===== src/rtl/mips_pkg.sv =====
// Shared types and constants for the MIPS-subset datapath.
// Holds the next-PC source encoding and the pending-redirect state encoding.
package mips_pkg;

  localparam int          WORD_BYTES       = 4;
  localparam logic [31:0] PC_RESET_DEFAULT = 32'h0000_0000;

  typedef enum logic [2:0] {
    PC_SEQ,
    PC_BRANCH,
    PC_JUMP,
    PC_JR,
    PC_PEND
  } pc_src_t;

  typedef enum logic {
    PEND_IDLE,
    PEND_FULL
  } pend_state_t;

endpackage


===== src/rtl/soma32.sv =====
// 32-bit modular adder; purely combinational, zero latency, no flow control.
module soma32 (
  input  logic [31:0] a,
  input  logic [31:0] b,
  output logic [31:0] y
);

  assign y = a + b;

endmodule


===== src/rtl/pc_fetch_unit.sv =====
// PC stage: next-PC select (jr > jump > branch > pending > pc+4), one-entry redirect buffer while stalled.
// One-edge latency from inputs to pc; stall holds pc/count and parks any live redirect for the release edge.
module pc_fetch_unit
  import mips_pkg::*;
#(
  parameter logic [31:0] RESET_PC = PC_RESET_DEFAULT
) (
  input  logic        clk,
  input  logic        rst_n,
  input  logic        stall,
  input  logic        branch,
  input  logic [31:0] branch_imm,
  input  logic        jump,
  input  logic [25:0] jump_index,
  input  logic        jr,
  input  logic [31:0] jr_target,
  output logic [31:0] pc,
  output logic [31:0] pc_plus4,
  output logic        redirect,
  output logic        addr_err,
  output logic [31:0] fetch_count
);

  pend_state_t state, state_nxt;
  logic [31:0] pend_target;
  logic [31:0] branch_tgt;
  logic [31:0] live_tgt;
  logic [31:0] next_pc;
  logic        live_vld;
  pc_src_t     sel_src;

  soma32 u_inc (
    .a (pc),
    .b (32'(WORD_BYTES)),
    .y (pc_plus4)
  );

  soma32 u_btgt (
    .a (pc_plus4),
    .b (branch_imm << 2),
    .y (branch_tgt)
  );

  assign live_vld = jr | jump | branch;

  always_comb begin
    live_tgt = pc_plus4;
    sel_src  = PC_SEQ;
    if (jr) begin
      live_tgt = {jr_target[31:2], 2'b00};
      sel_src  = PC_JR;
    end else if (jump) begin
      live_tgt = {pc_plus4[31:28], jump_index, 2'b00};
      sel_src  = PC_JUMP;
    end else if (branch) begin
      live_tgt = branch_tgt;
      sel_src  = PC_BRANCH;
    end else if (state == PEND_FULL) begin
      sel_src  = PC_PEND;
    end
  end

  always_comb begin
    next_pc = pc_plus4;
    case (sel_src)
      PC_PEND:                     next_pc = pend_target;
      PC_BRANCH, PC_JUMP, PC_JR:   next_pc = live_tgt;
      default:                     next_pc = pc_plus4;
    endcase
  end

  // A live request during stall (re)fills the buffer; any unstalled edge drains it.
  always_comb begin
    state_nxt = state;
    if (stall) begin
      if (live_vld) state_nxt = PEND_FULL;
    end else begin
      state_nxt = PEND_IDLE;
    end
  end

  always_ff @(posedge clk) begin
    if (!rst_n) begin
      state       <= PEND_IDLE;
      pend_target <= '0;
      pc          <= RESET_PC;
      redirect    <= 1'b0;
      addr_err    <= 1'b0;
      fetch_count <= '0;
    end else begin
      state <= state_nxt;
      if (stall) begin
        redirect <= 1'b0;
        if (live_vld) pend_target <= live_tgt;
      end else begin
        pc          <= next_pc;
        fetch_count <= fetch_count + 32'd1;
        redirect    <= (sel_src != PC_SEQ);
      end
      // JR is accepted whether applied now or parked, so either path flags it.
      if (jr && (jr_target[1:0] != 2'b00)) addr_err <= 1'b1;
    end
  end

endmodule

===== config.mk =====
export PLATFORM = sky130hd
export DESIGN_NAME = pc_fetch_unit
export DESIGN_NICKNAME = d
export VERILOG_FILES = /design/src/rtl/mips_pkg.sv /design/src/rtl/soma32.sv /design/src/rtl/pc_fetch_unit.sv
export SDC_FILE = /design/constraint.sdc
export NUM_CORES = 1
export LEC_CHECK = 0
export ABC_AREA = 1
export BUFFER_PORTS_ARGS = -buffer_cell sky130_fd_sc_hd__buf_2
export CORE_MARGIN = 5
export CORE_UTILIZATION = 56
export DETAILED_ROUTE_END_ITERATION = 6
export GPL_ROUTABILITY_DRIVEN = 1
export GPL_TIMING_DRIVEN = 0
export PLACE_DENSITY = 0.83
export SLEW_MARGIN = 10
export SYNTH_ARGS = -nofsm -noshare
export SYNTH_HDL_FRONTEND = slang
export SYNTH_SLANG_ARGS = --single-unit

===== constraint.sdc =====
create_clock -name clk -period 3.6 [get_ports clk]
set_input_delay 0.54 -clock clk [delete_from_list [all_inputs] [get_ports clk]]
set_output_delay 0.54 -clock clk [all_outputs]
set_load 0.005 [all_outputs]

==> summary.md <==
| Metric | Value |
|---|---|
| CTS tree | `done` |
| FF+latch count, synth | `99` |
| Type of the tightest min-delay check | `input port to register` |
| Count of hold-fix buffers inserted at cts | `0` |
| Antenna diode count | `0` |
| Complex-gate fraction of the synthesized area | `16.4%` |
| Area overhead of the layout relative to synthesis | `19.7%` |
| Crit-path cells | `inv_1 > nor2_4 > nand2_2 > nor2_4 > xor2_2 > ha_1 > a21oi_1 > o21ai_1 > inv_1 > nand3_1 > nand3_1 > nand2_1 > nand2_1 > nand3_1 > nand2_1 > nand3_1 > nand2_1 > nand2_1 > nand2_1` |
| Overall track demand over capacity in global routing | `33.8%` |
| Static leakage | `5.42 nW` |
| Via count of the first global-routing pass | `9273` |
| Worst path bufs/invs | `2` |
| Power after layout | `3.14 mW` |
| # DRC | `6` |
| Total routed wirelength | `31.0 mm` |
| Crit Path Category | `register to register` |
| Fraction of the yosys area taken by sequential cells | `23.4%` |
| Clock Skews | `0.00771 ns` |
| Most repeated cell in the gate-level netlist after synthesis | `sky130_fd_sc_hd__nand2_1` |
| Kind of end point of the critical path | `register` |
| Met3 wire length | `3.14 mm` |
| Overall overflow remaining after global route | `0` |
| Uppermost layer routed | `met4` |
| DR WL/cell | `17.0 um` |
| CTS root buffer | `sky130_fd_sc_hd__clkbuf_16` |
| RSZ-0062 raised after global routing | `true` |
| Total of fill cells in the finished design | `1412` |
| Detailed Route Iter0 Violations | `1022` |
| H-tree level count | `3` |
| Sum of met2 wire segment lengths after detailed routing | `13.8 mm` |
| Synthesized-area fraction occupied by xor and xnor cells | `2.68%` |
| Violated checks | `DRC` |
| Signal arrival time at the worst endpoint | `3.71 ns` |
| Launch instance of the worst register-to-register path | `pc[2]` |
| Number of endpoints failing setup at the final stage | `0` |
| Effective utilization at floorplan | `56.3%` |
| Worst-Margin Slew | `0.768 ns` |
| Reg-to-reg slack, setup | `0.18 ns` |
| Fin crit share | `94.9%` |
| Met1 routed wirelength after detailed routing | `13.1 mm` |
| Horiz. Die Dim | `133 um` |
| Combinational family with the most area after synthesis | `simple AND/OR/NAND/NOR gates` |
| Half-perimeter wire length after placement | `25.3 mm` |
| Global-route wire length before repair | `47.9 mm` |
| Number of flops mapped to enable cells by yosys | `0` |
| Ys Warns | `0` |
| Minimum clock period after layout | `3.42 ns` |
| Cell types with the largest area share after synthesis | `sky130_fd_sc_hd__dfxtp_1 23%, sky130_fd_sc_hd__nand2_1 20%, sky130_fd_sc_hd__inv_1 10%, sky130_fd_sc_hd__a21oi_1 6.0%, sky130_fd_sc_hd__o21ai_0 5.7%` |
| Switching Power | `1.11 mW` |
| Sink count of the clock tree | `99` |
| Headroom to the max-slew limit | `48.6%` |
| Clock transition at the register clock pins on the worst setup and hold paths after CTS | `0.07 ns` |
| Portion of total power attributed to the clock network | `32.4%` |
| Total negative slack | `0 ns` |
| Largest fanout on the critical path | `6` |
| Hold Violations, Final | `0` |
| Clock Latency Late Sink | `0.35 ns` |
| Number of pins exceeding their max-slew limit in the final report | `0` |
| Netlist area before placement | `0.00846 sq mm` |
| Leading area contributor after synthesis | `sky130_fd_sc_hd__dfxtp_1` |
| Routability congestion estimate | `1.03` |
| Antenna Violating Nets Remaining | `0` |
| Antenna violations before repair | `0` |
| Critical path's largest stage delay | `0.39 ns` |
| Critical Path Most Common Cell | `sky130_fd_sc_hd__nand2_1` |
| Share of Yosys cell area claimed by the top area cell type | `23.4%` |
| Combinational Power Share | `28.6%` |
| Register share of total power | `39.0%` |
| Placed Instance Area | `0.00964 sq mm` |
| Total die area | `0.0177 sq mm` |
| Crit-path slowest cell | `sky130_fd_sc_hd__dfxtp_2` |
| Standard-cell rows | `45` |
| Maximum clock insertion buffer count | `2` |
| Die Y | `133 um` |
| End-of-flow core utilization | `67.4%` |
| Critical Path Source Type | `register` |
| Switching fraction of total power | `35.3%` |
| Number of maximum-capacitance violations | `0` |
| Status | `finished, violations left` |
| Num ports | `194` |
| TritonRoute pass-1 iters | `7` |
| Hold wc startpoint | `stall` |
| Syn Nets | `1563` |
| Area of all placed cells without fillers | `0.0101 sq mm` |
| Inserted Clock Buffers | `9` |
| Via-to-Cell Ratio | `5.55` |
| Most instantiated flip-flop cell in the synthesis netlist | `sky130_fd_sc_hd__dfxtp_1` |
| Fmax | `0.293 GHz` |
| Gate family responsible for the most delay along the worst path | `simple AND/OR/NAND/NOR gates` |
| Data required time at the worst endpoint | `3.90 ns` |
| Fraction of layout instances using a drive strength above 1 | `20.5%` |
| Net count, final | `1765` |
| Power density over the cells | `310 mW/mm^2` |
| Cells after Synth | `1431` |
| Post-synthesis area per instance | `5.91 sq um` |
| PortBufs | `188` |
| Internal power consumption | `2.03 mW` |
| Most instantiated cells after synthesis | `440 x sky130_fd_sc_hd__nand2_1, 231 x sky130_fd_sc_hd__inv_1, 108 x sky130_fd_sc_hd__nor2_1` |
| Multiplexer share of the synthesized area | `0%` |
| Core outline area | `0.0150 sq mm` |
| Via count | `10126` |
| Origin of the worst setup path | `pc[2]` |
| Fraction of synthesis flops using an asynchronous set or reset pin | `0%` |
| Max IR drop VDD | `0.282 mV` |
| Count of distinct cell types in the synthesized netlist | `55` |
| Maximum number of pins on one net before global-route repair | `19` |
| Fraction of the mapped netlist area in simple logic gates | `38.4%` |
| Adder and majority cell fraction of the synthesized area | `5.41%` |
## cell type report
type,instances,area [sq um],area share (%)
Multi-Input combinational cell,1054,5470,54.0
Sequential cell,99,2000,19.7
Timing Repair Buffer,191,963,9.51
Inverter,238,906,8.95
Buffer,40,248,2.45
Tap cell,188,235,2.32
Clock buffer,9,225,2.22
Clock inverter,7,86.3,0.853
## sequential cells by signal (all words and copies together) (netlist names)
register	cells
fetch_count	32
redirect	1
pend_target	32
addr_err	1
pc	32
state	1
## through the flow
step,instances,hold WS [ns],setup slack [ns]
floorplan,1431,0.435,0.816
global placement,1807,0.435,0.00824
detailed placement,1807,0.444,-0.00320
CTS,1823,0.426,0.0548
global route,1826,0.428,-0.0385
finish,1826,0.427,0.185
## worst register-to-register path: cells and delay by family, from the launching register on
kind	cells	cell delay [ns]
fa+ha+maj	1	0.37
flops	1	0.39
buf+inv	2	0.21
compound gates	2	0.38
xor+xnor	1	0.33
simple gates	13	1.68
## logic make-up (layout without fill, tap and decap cells)
| group | Yosys count | after routing |
|---|---|---|
| AND/OR/NAND/NOR | 738 | 738 |
| buffers and inverters | 278 | 485 |
| AO/OA/AOI/OAI | 255 | 255 |
| flip-flops | 99 | 99 |
| adder cells (fa/ha/maj) | 36 | 36 |
| XOR/XNOR | 25 | 25 |
## per-layer routing
layer  up-vias  global-route usage, %
met5         -                      0
met4         0                   10.0
met3        75                   8.17
met2       536                   54.0
met1      4553                   45.4
li1       4962                      -
## power by group through the flow
stage / combinational [mW] / clock [mW] / sequential (mW)
finish: 0.898 / 1.01 / 1.22
global route: 0.995 / 1.06 / 1.23
CTS: 0.866 / 1.02 / 1.22
detailed placement: 0.860 / 0 / 1.24
global placement: 0.850 / 0 / 1.24
floorplan: 0.554 / 0 / 1.23
## worst paths after layout
path                     to  cells past startpoint
max reg2reg          pc[28]                     19
min          fetch_count[0]                      2
min reg2reg        addr_err                      2
max                  pc[28]                     19
## cells in the final DEF (no fill, tap or decap), types with 3 or more instances in the layout
master	instances
sky130_fd_sc_hd__nor2_2	15
sky130_fd_sc_hd__nand3b_1	3
sky130_fd_sc_hd__a22o_1	4
sky130_fd_sc_hd__nand2_1	439
sky130_fd_sc_hd__o21ai_0	94
sky130_fd_sc_hd__o21ai_1	15
sky130_fd_sc_hd__o221ai_1	4
sky130_fd_sc_hd__nor2_4	10
sky130_fd_sc_hd__dfxtp_1	88
sky130_fd_sc_hd__dfxtp_2	11
sky130_fd_sc_hd__xor2_2	11
sky130_fd_sc_hd__nand2_2	14
sky130_fd_sc_hd__buf_4	8
sky130_fd_sc_hd__xor2_1	10
sky130_fd_sc_hd__clkbuf_1	16
sky130_fd_sc_hd__ha_2	3
sky130_fd_sc_hd__o211ai_1	7
sky130_fd_sc_hd__inv_2	4
sky130_fd_sc_hd__a31oi_1	3
sky130_fd_sc_hd__nand4_1	12
sky130_fd_sc_hd__nor3_1	17
sky130_fd_sc_hd__ha_1	32
sky130_fd_sc_hd__o22ai_1	10
sky130_fd_sc_hd__nand3_2	6
sky130_fd_sc_hd__xnor2_1	3
sky130_fd_sc_hd__nor2_1	101
sky130_fd_sc_hd__or2_2	11
sky130_fd_sc_hd__buf_2	199
sky130_fd_sc_hd__a21oi_1	101
sky130_fd_sc_hd__nand3_1	90
sky130_fd_sc_hd__o21bai_1	5
sky130_fd_sc_hd__nor3_2	6
sky130_fd_sc_hd__buf_6	6
sky130_fd_sc_hd__clkbuf_16	9
sky130_fd_sc_hd__inv_1	231
## timing repair
item,4_1_cts,5_1_grt
endpoints found under the setup margin,3,39
hold endpoints to repair,0,0
resized for setup,2,41
setup buffers,0,3
Note: power is estimated with default switching activity, not from simulation.
